## config.mk

```make
export PLATFORM = sky130hd
export DESIGN_NAME = tc_pl_gset_relay_drv_flat
export DESIGN_NICKNAME = d
export VERILOG_FILES = /design/src/rtl/tc_pl_cap_pkg.sv /design/src/rtl/tc_pl_gset_relay_drv_if.sv /design/src/rtl/tc_pl_pulse_timer.sv /design/src/rtl/tc_pl_gset_relay_drv.sv /design/src/flat_wrapper.sv
export SDC_FILE = /design/constraint.sdc
export NUM_CORES = 1
export LEC_CHECK = 0
export ABC_AREA = 1
export BUFFER_PORTS_ARGS = -buffer_cell sky130_fd_sc_hd__buf_2
export CAP_MARGIN = 30
export CORE_ASPECT_RATIO = 2
export CORE_MARGIN = 4
export CORE_UTILIZATION = 40
export CTS_CLUSTER_SIZE = 25
export DETAILED_ROUTE_END_ITERATION = 10
export PLACE_DENSITY = 0.7
export SYNTH_ARGS = -nofsm -noshare
export SYNTH_HDL_FRONTEND = slang
export SYNTH_SLANG_ARGS = --single-unit
```

## constraint.sdc

```tcl
create_clock -name clk -period 2.1 [get_ports clk]
set_input_delay 0.42 -clock clk [delete_from_list [all_inputs] [get_ports clk]]
set_output_delay 0.42 -clock clk [all_outputs]
set_load 0.01 [all_outputs]
```

## src/rtl/tc_pl_cap_pkg.sv

```systemverilog
// Shared capture-path definitions: gain-set FSM state encoding and default widths,
// used by both the capture gain controller and the relay driver.
package tc_pl_cap_pkg;

    localparam int CAP0_14_DEF = 4;   // number of relays
    localparam int CAP0_2_DEF  = 32;  // pulse/settle counter width

    typedef enum logic [2:0] {
        S_IDLE   = 3'd0,
        S_LATCH  = 3'd1,
        S_PULSE  = 3'd2,
        S_SETTLE = 3'd3,
        S_CMPT   = 3'd4
    } gset_state_e;

endpackage

```

## src/rtl/tc_pl_gset_relay_drv_if.sv

```systemverilog
// Gain-set request/complete handshake between the capture gain controller (master)
// and the relay driver (slave).
interface tc_pl_gset_relay_drv_if #(
    parameter int NR = tc_pl_cap_pkg::CAP0_14_DEF
);
    logic          gset_en;
    logic [NR-1:0] gset_relay;
    logic          gset_relay_cmpt;

    modport master (output gset_en, output gset_relay, input  gset_relay_cmpt);
    modport slave  (input  gset_en, input  gset_relay, output gset_relay_cmpt);
endinterface

```

## src/rtl/tc_pl_pulse_timer.sv

```systemverilog
// Saturating load/count timer; done is asserted while the count has reached limit.
module tc_pl_pulse_timer #(
    parameter int           W     = 32,
    parameter logic [W-1:0] START = '0
) (
    input  logic         clk,
    input  logic         rst,
    input  logic         load,
    input  logic         count_en,
    input  logic [W-1:0] limit,
    output logic         done
);
    logic [W-1:0] cnt_q;

    always_ff @(posedge clk or negedge rst) begin
        if (!rst) begin
            cnt_q <= '0;
        end else if (load) begin
            cnt_q <= START;
        end else if (count_en && (cnt_q != '1)) begin
            cnt_q <= cnt_q + 1'b1;
        end
    end

    assign done = (cnt_q >= limit);

endmodule

```

## src/rtl/tc_pl_gset_relay_drv.sv

```systemverilog
// Gain-set responder: pulses latching-relay set/reset coils toward a requested code,
// settles, then signals completion. Define TC_RELAY_SEQ_EN to pulse one relay at a time.
//
// state    | meaning
// S_IDLE   | waiting for gset_en; captures target code
// S_LATCH  | computes bits to set/reset, skips coils if nothing changes
// S_PULSE  | coils driven (sequential mode: one bit per pulse, 1-cycle gaps)
// S_SETTLE | coils off, waiting cfg_settle_len cycles
// S_CMPT   | completion reported until gset_en falls
module tc_pl_gset_relay_drv
    import tc_pl_cap_pkg::*;
#(
    parameter int CAP0_14 = CAP0_14_DEF,
    parameter int CAP0_2  = CAP0_2_DEF
) (
    input  logic                  clk,
    input  logic                  rst,
    tc_pl_gset_relay_drv_if.slave gset_if,
    input  logic [CAP0_2-1:0]     cfg_pulse_len,
    input  logic [CAP0_2-1:0]     cfg_settle_len,
    output logic [CAP0_14-1:0]    relay_set,
    output logic [CAP0_14-1:0]    relay_rst,
    output logic [CAP0_14-1:0]    relay_state,
    output logic                  relay_valid
);
    gset_state_e        state_q, state_d;
    logic [CAP0_14-1:0] req_q, req_d;
    logic [CAP0_14-1:0] up_q, up_d, dn_q, dn_d;
    logic [CAP0_14-1:0] rstate_q, rstate_d;
    logic               valid_q, valid_d;
    logic [CAP0_14-1:0] tgt_up, tgt_dn, drive_sel;
    logic [CAP0_2-1:0]  p_len;
    logic               p_load, p_en, p_done;
    logic               s_load, s_en, s_done;
    logic               en;

    assign en     = gset_if.gset_en;
    assign p_len  = (cfg_pulse_len == '0) ? CAP0_2'(1) : cfg_pulse_len;
    // Unknown relay position: drive every bit toward the target.
    assign tgt_up = valid_q ? (req_q & ~rstate_q) : req_q;
    assign tgt_dn = valid_q ? (~req_q & rstate_q) : ~req_q;

`ifdef TC_RELAY_SEQ_EN
    logic [CAP0_14-1:0] pend_q, pend_d, cur_bit;
    logic               gap_q, gap_d;

    assign cur_bit   = pend_q & (~pend_q + 1'b1);
    assign drive_sel = gap_q ? '0 : cur_bit;

    always_ff @(posedge clk or negedge rst) begin
        if (!rst) begin
            pend_q <= '0;
            gap_q  <= 1'b0;
        end else begin
            pend_q <= pend_d;
            gap_q  <= gap_d;
        end
    end
`else
    assign drive_sel = '1;
`endif

    tc_pl_pulse_timer #(.W(CAP0_2), .START(CAP0_2'(1))) u_pulse_tmr (
        .clk(clk), .rst(rst), .load(p_load), .count_en(p_en),
        .limit(p_len), .done(p_done)
    );

    tc_pl_pulse_timer #(.W(CAP0_2), .START('0)) u_settle_tmr (
        .clk(clk), .rst(rst), .load(s_load), .count_en(s_en),
        .limit(cfg_settle_len), .done(s_done)
    );

    always_ff @(posedge clk or negedge rst) begin
        if (!rst) begin
            state_q  <= S_IDLE;
            req_q    <= '0;
            up_q     <= '0;
            dn_q     <= '0;
            rstate_q <= '0;
            valid_q  <= 1'b0;
        end else begin
            state_q  <= state_d;
            req_q    <= req_d;
            up_q     <= up_d;
            dn_q     <= dn_d;
            rstate_q <= rstate_d;
            valid_q  <= valid_d;
        end
    end

    always_comb begin
        state_d  = state_q;
        req_d    = req_q;
        up_d     = up_q;
        dn_d     = dn_q;
        rstate_d = rstate_q;
        valid_d  = valid_q;
        p_load   = 1'b0;
        p_en     = 1'b0;
        s_load   = 1'b0;
        s_en     = 1'b0;
`ifdef TC_RELAY_SEQ_EN
        pend_d   = pend_q;
        gap_d    = gap_q;
`endif
        case (state_q)
            S_IDLE: begin
                if (en) begin
                    req_d   = gset_if.gset_relay;
                    state_d = S_LATCH;
                end
            end
            S_LATCH: begin
                if (!en) begin
                    state_d = S_IDLE;
                end else begin
                    up_d = tgt_up;
                    dn_d = tgt_dn;
                    if ((tgt_up | tgt_dn) == '0) begin
                        state_d = S_CMPT;
                    end else begin
                        p_load  = 1'b1;
                        state_d = S_PULSE;
`ifdef TC_RELAY_SEQ_EN
                        pend_d  = tgt_up | tgt_dn;
                        gap_d   = 1'b0;
`endif
                    end
                end
            end
            S_PULSE: begin
                if (!en) begin
                    // Aborted mid-drive: relay positions are no longer trustworthy.
                    state_d = S_IDLE;
                    valid_d = 1'b0;
                end else begin
`ifdef TC_RELAY_SEQ_EN
                    if (gap_q) begin
                        gap_d  = 1'b0;
                        p_load = 1'b1;
                    end else begin
                        p_en = 1'b1;
                        if (p_done) begin
                            pend_d = pend_q & ~cur_bit;
                            if ((pend_q & ~cur_bit) == '0) begin
                                s_load  = 1'b1;
                                state_d = S_SETTLE;
                            end else begin
                                gap_d = 1'b1;
                            end
                        end
                    end
`else
                    p_en = 1'b1;
                    if (p_done) begin
                        s_load  = 1'b1;
                        state_d = S_SETTLE;
                    end
`endif
                end
            end
            S_SETTLE: begin
                if (!en) begin
                    state_d = S_IDLE;
                    valid_d = 1'b0;
                end else begin
                    s_en = 1'b1;
                    if (s_done) begin
                        rstate_d = req_q;
                        valid_d  = 1'b1;
                        state_d  = S_CMPT;
                    end
                end
            end
            S_CMPT: begin
                if (!en) begin
                    state_d = S_IDLE;
                end
            end
            default: state_d = S_IDLE;
        endcase
    end

    assign relay_set   = (state_q == S_PULSE) ? (up_q & drive_sel) : '0;
    assign relay_rst   = (state_q == S_PULSE) ? (dn_q & drive_sel) : '0;
    assign relay_state = rstate_q;
    assign relay_valid = valid_q;
    assign gset_if.gset_relay_cmpt = (state_q == S_CMPT);

endmodule

```

## src/flat_wrapper.sv

```systemverilog
// flat-port wrapper written by rule: the top's interface ports become plain ports
module tc_pl_gset_relay_drv_flat import tc_pl_cap_pkg::*;
#(
    parameter int CAP0_14 = CAP0_14_DEF,
    parameter int CAP0_2  = CAP0_2_DEF
)
  (clk, rst, cfg_pulse_len, cfg_settle_len, relay_set, relay_rst, relay_state, relay_valid, gset_if_gset_en, gset_if_gset_relay, gset_if_gset_relay_cmpt);
  tc_pl_gset_relay_drv_if #(.NR((CAP0_14_DEF))) gset_if_i ();
  input  logic clk;
  input  logic rst;
  input  logic [CAP0_2-1:0] cfg_pulse_len;
  input  logic [CAP0_2-1:0] cfg_settle_len;
  output logic [CAP0_14-1:0] relay_set;
  output logic [CAP0_14-1:0] relay_rst;
  output logic [CAP0_14-1:0] relay_state;
  output logic relay_valid;
  input wire logic [$bits(gset_if_i.gset_en)-1:0] gset_if_gset_en;
  input wire logic [$bits(gset_if_i.gset_relay)-1:0] gset_if_gset_relay;
  output wire logic [$bits(gset_if_i.gset_relay_cmpt)-1:0] gset_if_gset_relay_cmpt;
  assign gset_if_i.gset_en = gset_if_gset_en;
  assign gset_if_i.gset_relay = gset_if_gset_relay;
  assign gset_if_gset_relay_cmpt = gset_if_i.gset_relay_cmpt;
  tc_pl_gset_relay_drv #(.CAP0_14(CAP0_14), .CAP0_2(CAP0_2)) u_core (.clk(clk), .rst(rst), .gset_if(gset_if_i), .cfg_pulse_len(cfg_pulse_len), .cfg_settle_len(cfg_settle_len), .relay_set(relay_set), .relay_rst(relay_rst), .relay_state(relay_state), .relay_valid(relay_valid));
endmodule
```

# == After elaboration in Yosys (flattened, before gate mapping) ==
# Index checks and enable logic that the tools add are counted.
# totals
reg_bits,84
inputBits,71
out_inout_bits,14
word_cells,72
# op_classes
n_addsub,2
magnitude_cmp,2
n_eq_ne,11
mux,31
n_bitwise,5
n_reduce_logical,13
# op_table
op,count
2-to-1 mux 32 bit,5
"adder 32 x 1 -> 32 bit, second input constant",2
>= comparator 32 bit,2
"inequality test 32 bit, second input constant",2
logical NOT 32 bit,1
2-to-1 mux 3 bit,8
2-to-1 mux 4 bit,4
one-hot mux 3 bit (5 select lines),1
2-to-1 mux 1 bit,12
bitwise AND 4 bit,2
NOT 4 bit,2
"== test 3 x 2 -> 1 bit, second input constant",2
"inequality test 2 bit, second input constant",3
"inequality test 3 x 2 -> 1 bit, second input constant",2
AND reduction 3 bit,2
nonzero test 2 bit,3
logical NOT 4 bit,1
bitwise OR 4 bit,1
AND reduction 2 bit,2
AND reduction 4 bit,1
"== test 3 x 1 -> 1 bit, second input constant",1
"== test 3 bit, second input constant",1
logical NOT 3 bit,1
logical AND 1 bit,2
one-hot mux 1 bit (2 select lines),1

# == Depth between registers and ports, before layout ==
# logic_depth
depth_word,9
depth_mapped,19

# == Modules after synthesis ==
# A second synthesis with hierarchy kept.
# hier_totals
cells_unflattened,1140
hier_area_um2,7238.2
# modules_own_cells
module,n_inst,cells_each,area_each_um2,seq_area_each_um2
tc_pl_pulse_timer at u_core.u_pulse_tmr,1,475,2995.4,800.8
tc_pl_pulse_timer at u_core.u_settle_tmr,1,474,2995.4,800.8
tc_pl_gset_relay_drv,1,191,1247.4,500.5

# == Worst setup path after synthesis ==
# No wires, ideal clock.
# synth_timing
kind,in2reg
startpoint,input port cfg_pulse_len[9]
endpoint,register u_core.u_settle_tmr.cnt_q[20]
setup_ns,0.077
t_arrival_ns,2.002
required_ns,2.023
path_slack_ns,0.021
cell_stages,16
n_path_buf,1
path_cell_list,nor4_1 -> nand4_1 -> o21bai_1 -> ha_1 -> nand2_1 -> nor2_1 -> nand2_1 -> nor2_1 -> nor2_1 -> nand2_1 -> nand2_1 -> nand2_1 -> nand2_1 -> buf_2 -> o21ai_0 -> a21oi_1
# synth_between
elab_chain_cells,7
# synth_lines
item,line_no,rtl
from (decl),flat_wrapper.sv:11,input logic [CAP0_2-1:0] cfg_pulse_len;
logical NOT 32 bit,tc_pl_gset_relay_drv.sv:38,assign p_len = (cfg_pulse_len == '0) ? CAP0_2'(1) : cfg_pulse_len;
2-to-1 mux 32 bit *,tc_pl_gset_relay_drv.sv:38,
>= comparator 32 bit *,tc_pl_pulse_timer.sv:25,assign done = (cnt_q >= limit);
2-to-1 mux 1 bit *,tc_pl_gset_relay_drv.sv:155,if (p_done) begin
2-to-1 mux 1 bit *,tc_pl_gset_relay_drv.sv:132,if (!en) begin
2-to-1 mux 1 bit *,tc_pl_gset_relay_drv.sv:106,case (state_q)
2-to-1 mux 32 bit / nonzero test 2 bit (equally long branches),-,
to (signal assigned),tc_pl_pulse_timer.sv:21,cnt_q <= cnt_q + 1'b1;
to (decl),tc_pl_pulse_timer.sv:13,logic [W-1:0] cnt_q;
# Every way passes the cells marked *; elsewhere a longest branch is shown, timed or not.
# A chain may end at the register's enable or synchronous reset.

# == Worst setup path in the final report ==
# layout_timing
startpoint,input port cfg_pulse_len[1]
endpoint,register u_core.u_settle_tmr.cnt_q[26]
# Same word-level chain as after synthesis.

==> impl_metrics.py <==
metrics = {
    "run_status": {
        "status": "finished, violations left",
        "violations": "negative setup slack",
    },
    "pwr": {
        "p_leak_nw": 4.52,
        "power_density_nw_per_um2": 744,
        "clkPwrFrac_pct": 27.9,
        "combPwrFrac_pct": 35.9,
        "p_sw_share_pct": 38.2,
        "ir_worst_vdd_mv": 0.374,
        "power_frac_seq_pct": 36.2,
        "p_sw_mw": 2.44,
        "internal-power_mw": 3.94,
    },
    "detailed_routing": {
        "drt-total-wl_um": 20200,
        "drtPass1Iterations": 5,
        "viasPerCell": 5.12,
        "first_iter_violations": 274,
        "wl_per_cell_um": 15.0,
        "drc_errors": 0,
        "ant_nets": 0,
        "vias": 6875,
    },
    "final_layout": {
        "seqCellArea_um2": 2100,
        "final_area_um2": 8590,
        "antenna_cells": 0,
        "drive_gt1_share_pct": 23.5,
        "n_fill_cell": 1672,
        "area_growth_pct": 25.5,
        "mostFrequentLayoutCells": "222 x nand2_1, 157 x inv_1, 135 x nor2_1",
        "final_common_cell": "nand2_1",
        "fin_nets": 1268,
        "multi_input_area_um2": 4220,
    },
    "setup_path": {
        "crit_buf_inv": 3,
        "reg2reg_slack_ns": 0.08,
        "slowest_delay_ns": 0.29,
        "startpoint_type": "input pin",
        "cp_max_fo": 6,
        "cp-end-kind": "register",
        "worstPathArrival_ns": 2.45,
        "crit_required_ns": 2.37,
        "path_cells": "buf_2 > nor4_1 > buf_4 > nand4_1 > o21bai_1 > ha_2 > nand2_1 > nor2_1 > nand2_1 > nor2_1 > nor2_1 > nand2_2 > nand2_2 > nand2_2 > nand2_4 > buf_12 > o21ai_2 > a21oi_1",
        "crit_family": "simple AND/OR/NAND/NOR gates",
        "crit_type": "input pin to register",
        "crit_slowest_cell": "nor4_1",
    },
    "clock_tree": {
        "cts_inserted_buffers": 9,
        "clk_pin_slew_ns": 0.06,
        "clock_sinks": 84,
        "cts-root-buf": "clkbuf_16",
        "clk_latency_ns": 0.34,
        "tritoncts": "built",
        "clk_path_buf_depth": 2,
        "cts-htree-levels": 3,
        "ctsHoldBuffers": 0,
    },
    "yosys": {
        "async_flop_share_pct": 100,
        "synth_area_per_cell_um2": 7.03,
        "synth_cell_type_count": 40,
        "seq_area_frac_synth_pct": 30.7,
        "synth_flop_cell": "dfrtp_1",
        "ys.warnings.count": 0,
        "syn-instance-count": 974,
        "synth_nets": 1111,
        "ys_ff_latch": 84,
        "syn_area_um2": 6840,
        "synth-edff-count": 0,
    },
    "sta": {
        "fin_crit_sh_pct": 104,
        "finalSetupViolCount": 32,
        "drv_slew": 0,
        "finalSetupTns_ns": -1.63,
        "skew_ns": 0.00628,
        "tightest_slew_ns": 0.549,
        "period_needed_ns": 2.18,
        "fmax_ghz": 0.458,
        "hold_viol": 0,
        "worst_slack_ns": -0.0818,
        "rsz0062_at_grt": "yes",
        "slew_headroom_pct": 63.4,
    },
    "floorplan": {
        "io_pins": 85,
        "die_width_um": 100,
        "die-area_um2": 19400,
        "core-area_um2": 16800,
        "rows": 67,
        "die_h_um": 193,
        "initial_core_util_pct": 40.8,
    },
    "place": {
        "place_area_um2": 8000,
        "portBuffers": 84,
        "place_congestion": 1.02,
        "dp_hpwl_um": 16300,
    },
    "job": {
        "drv_cap": 0,
    },
    "grt": {
        "overflow": 0,
        "grt_max_degree": 42,
        "grt_pass1_vias": 6900,
        "track_usage_pct": 21.4,
        "grt_antenna_before_repair": 0,
        "grt_pass1_wl_um": 32300,
    },
    "min_path": {
        "hp-class": "input pin to async pin",
    },
}
-- layer usage --
metal	wire length (um)	vias to the layer above	global-route usage [%]
li1	-	3441	-
met1	6480	3174	19.4
met2	11600	181	42.5
met3	648	79	2.59
met4	1500	0	14.7
met5	0	-	0
-- sequential cells by signal, indices dropped and copies added (netlist names) --
| name | count |
|---|---|
| u_core.dn_q | 4 |
| u_core.relay_state | 4 |
| u_core.relay_valid | 1 |
| u_core.req_q | 4 |
| u_core.state_q | 3 |
| u_core.u_pulse_tmr.cnt_q | 32 |
| u_core.u_settle_tmr.cnt_q | 32 |
| u_core.up_q | 4 |
-- area by class of cell --
class	instances	area share (%)
multi-input cells	712	49.1
flip-flops and latches	84	24.5
clock buffers	11	2.83
clock inverters	5	0.976
repair buffers	156	12.2
well taps	207	3.01
inverters	168	7.37
-- power by group through the flow --
stage	sequential, mW	clock, mW	combinational, mW
3_5_place_dp	2.34	0	2.18
3_3_place_gp	2.32	0	2.12
5_1_grt	2.36	1.88	2.62
4_1_cts	2.31	1.81	2.22
2_1_floorplan	2.27	0	1.43
6_report	2.31	1.78	2.30
-- synthesized netlist by cell type, types with 9 or more instances --
| cell | count | area, um^2 |
|---|---|---|
| a21oi_1 | 57 | 285 |
| dfrtp_1 | 84 | 2100 |
| ha_1 | 66 | 826 |
| inv_1 | 158 | 593 |
| inv_2 | 9 | 33.8 |
| nand2_1 | 232 | 871 |
| nand3_1 | 31 | 155 |
| nand4_1 | 26 | 163 |
| nor2_1 | 138 | 518 |
| nor3_1 | 22 | 110 |
| nor3_2 | 9 | 90.1 |
| nor4_1 | 10 | 62.6 |
| o21ai_0 | 32 | 160 |
| xor2_1 | 15 | 131 |
-- path summary, 6_finish.rpt --
check	from	to	depth (start not counted)
max in group asynchronous	rst	u_core.u_settle_tmr.cnt_q[9]$_DFFE_PN0P_	2
hold reg to reg	u_core.u_pulse_tmr.cnt_q[17]$_DFFE_PN0P_	u_core.u_pulse_tmr.cnt_q[17]$_DFFE_PN0P_	2
hold / removal	rst	u_core.up_q[3]$_DFFE_PN0P_	1
setup / recovery	cfg_pulse_len[1]	u_core.u_settle_tmr.cnt_q[26]$_DFFE_PN0P_	18
min in group clk	gset_if_gset_relay[3]	u_core.req_q[3]$_DFFE_PN0P_	3
setup reg to reg	u_core.u_settle_tmr.cnt_q[0]$_DFFE_PN0P_	u_core.u_settle_tmr.cnt_q[15]$_DFFE_PN0P_	12
-- kinds of logic (layout without fill, tap and decap cells) --
logic type               Yosys count  count (layout)  share of synthesized area, %
AO/OA/AOI/OAI                    115             115                          9.38
XOR/XNOR                          21              21                          2.69
adder cells (fa/ha/maj)           66              66                          12.1
buffers and inverters            178             340                          10.5
flip-flops                        84              84                          30.7
AND/OR/NAND/NOR                  510             510                          34.7
-- repair_timing --
| item | 4_1_cts | 5_1_grt |
|---|---|---|
| endpoints found under the setup margin | 35 | 57 |
| gates cloned | 1 | 0 |
| resized for setup | 20 | 40 |
| buffers inserted | 0 | 2 |
| pin swaps | 2 | 16 |
-- metrics by stage --
stage | total power [mW] | instances | hold slack (ns) | setup WS [ns] | utilization (%)
final | 6.39 | 1343 | 0.0663 | -0.0818 | 51.2
after global routing | 6.85 | 1343 | 0.100 | -0.289 | 51.2
after CTS | 6.34 | 1341 | 0.0789 | -0.0558 | 50.3
after detailed placement | 4.52 | 1324 | 0.443 | -0.494 | 47.7
after global placement | 4.43 | 1324 | 0.444 | -0.401 | 47.7
after floorplan | 3.70 | 974 | 0.124 | 0.0208 | -
Power figures use the tool's default switching activity.
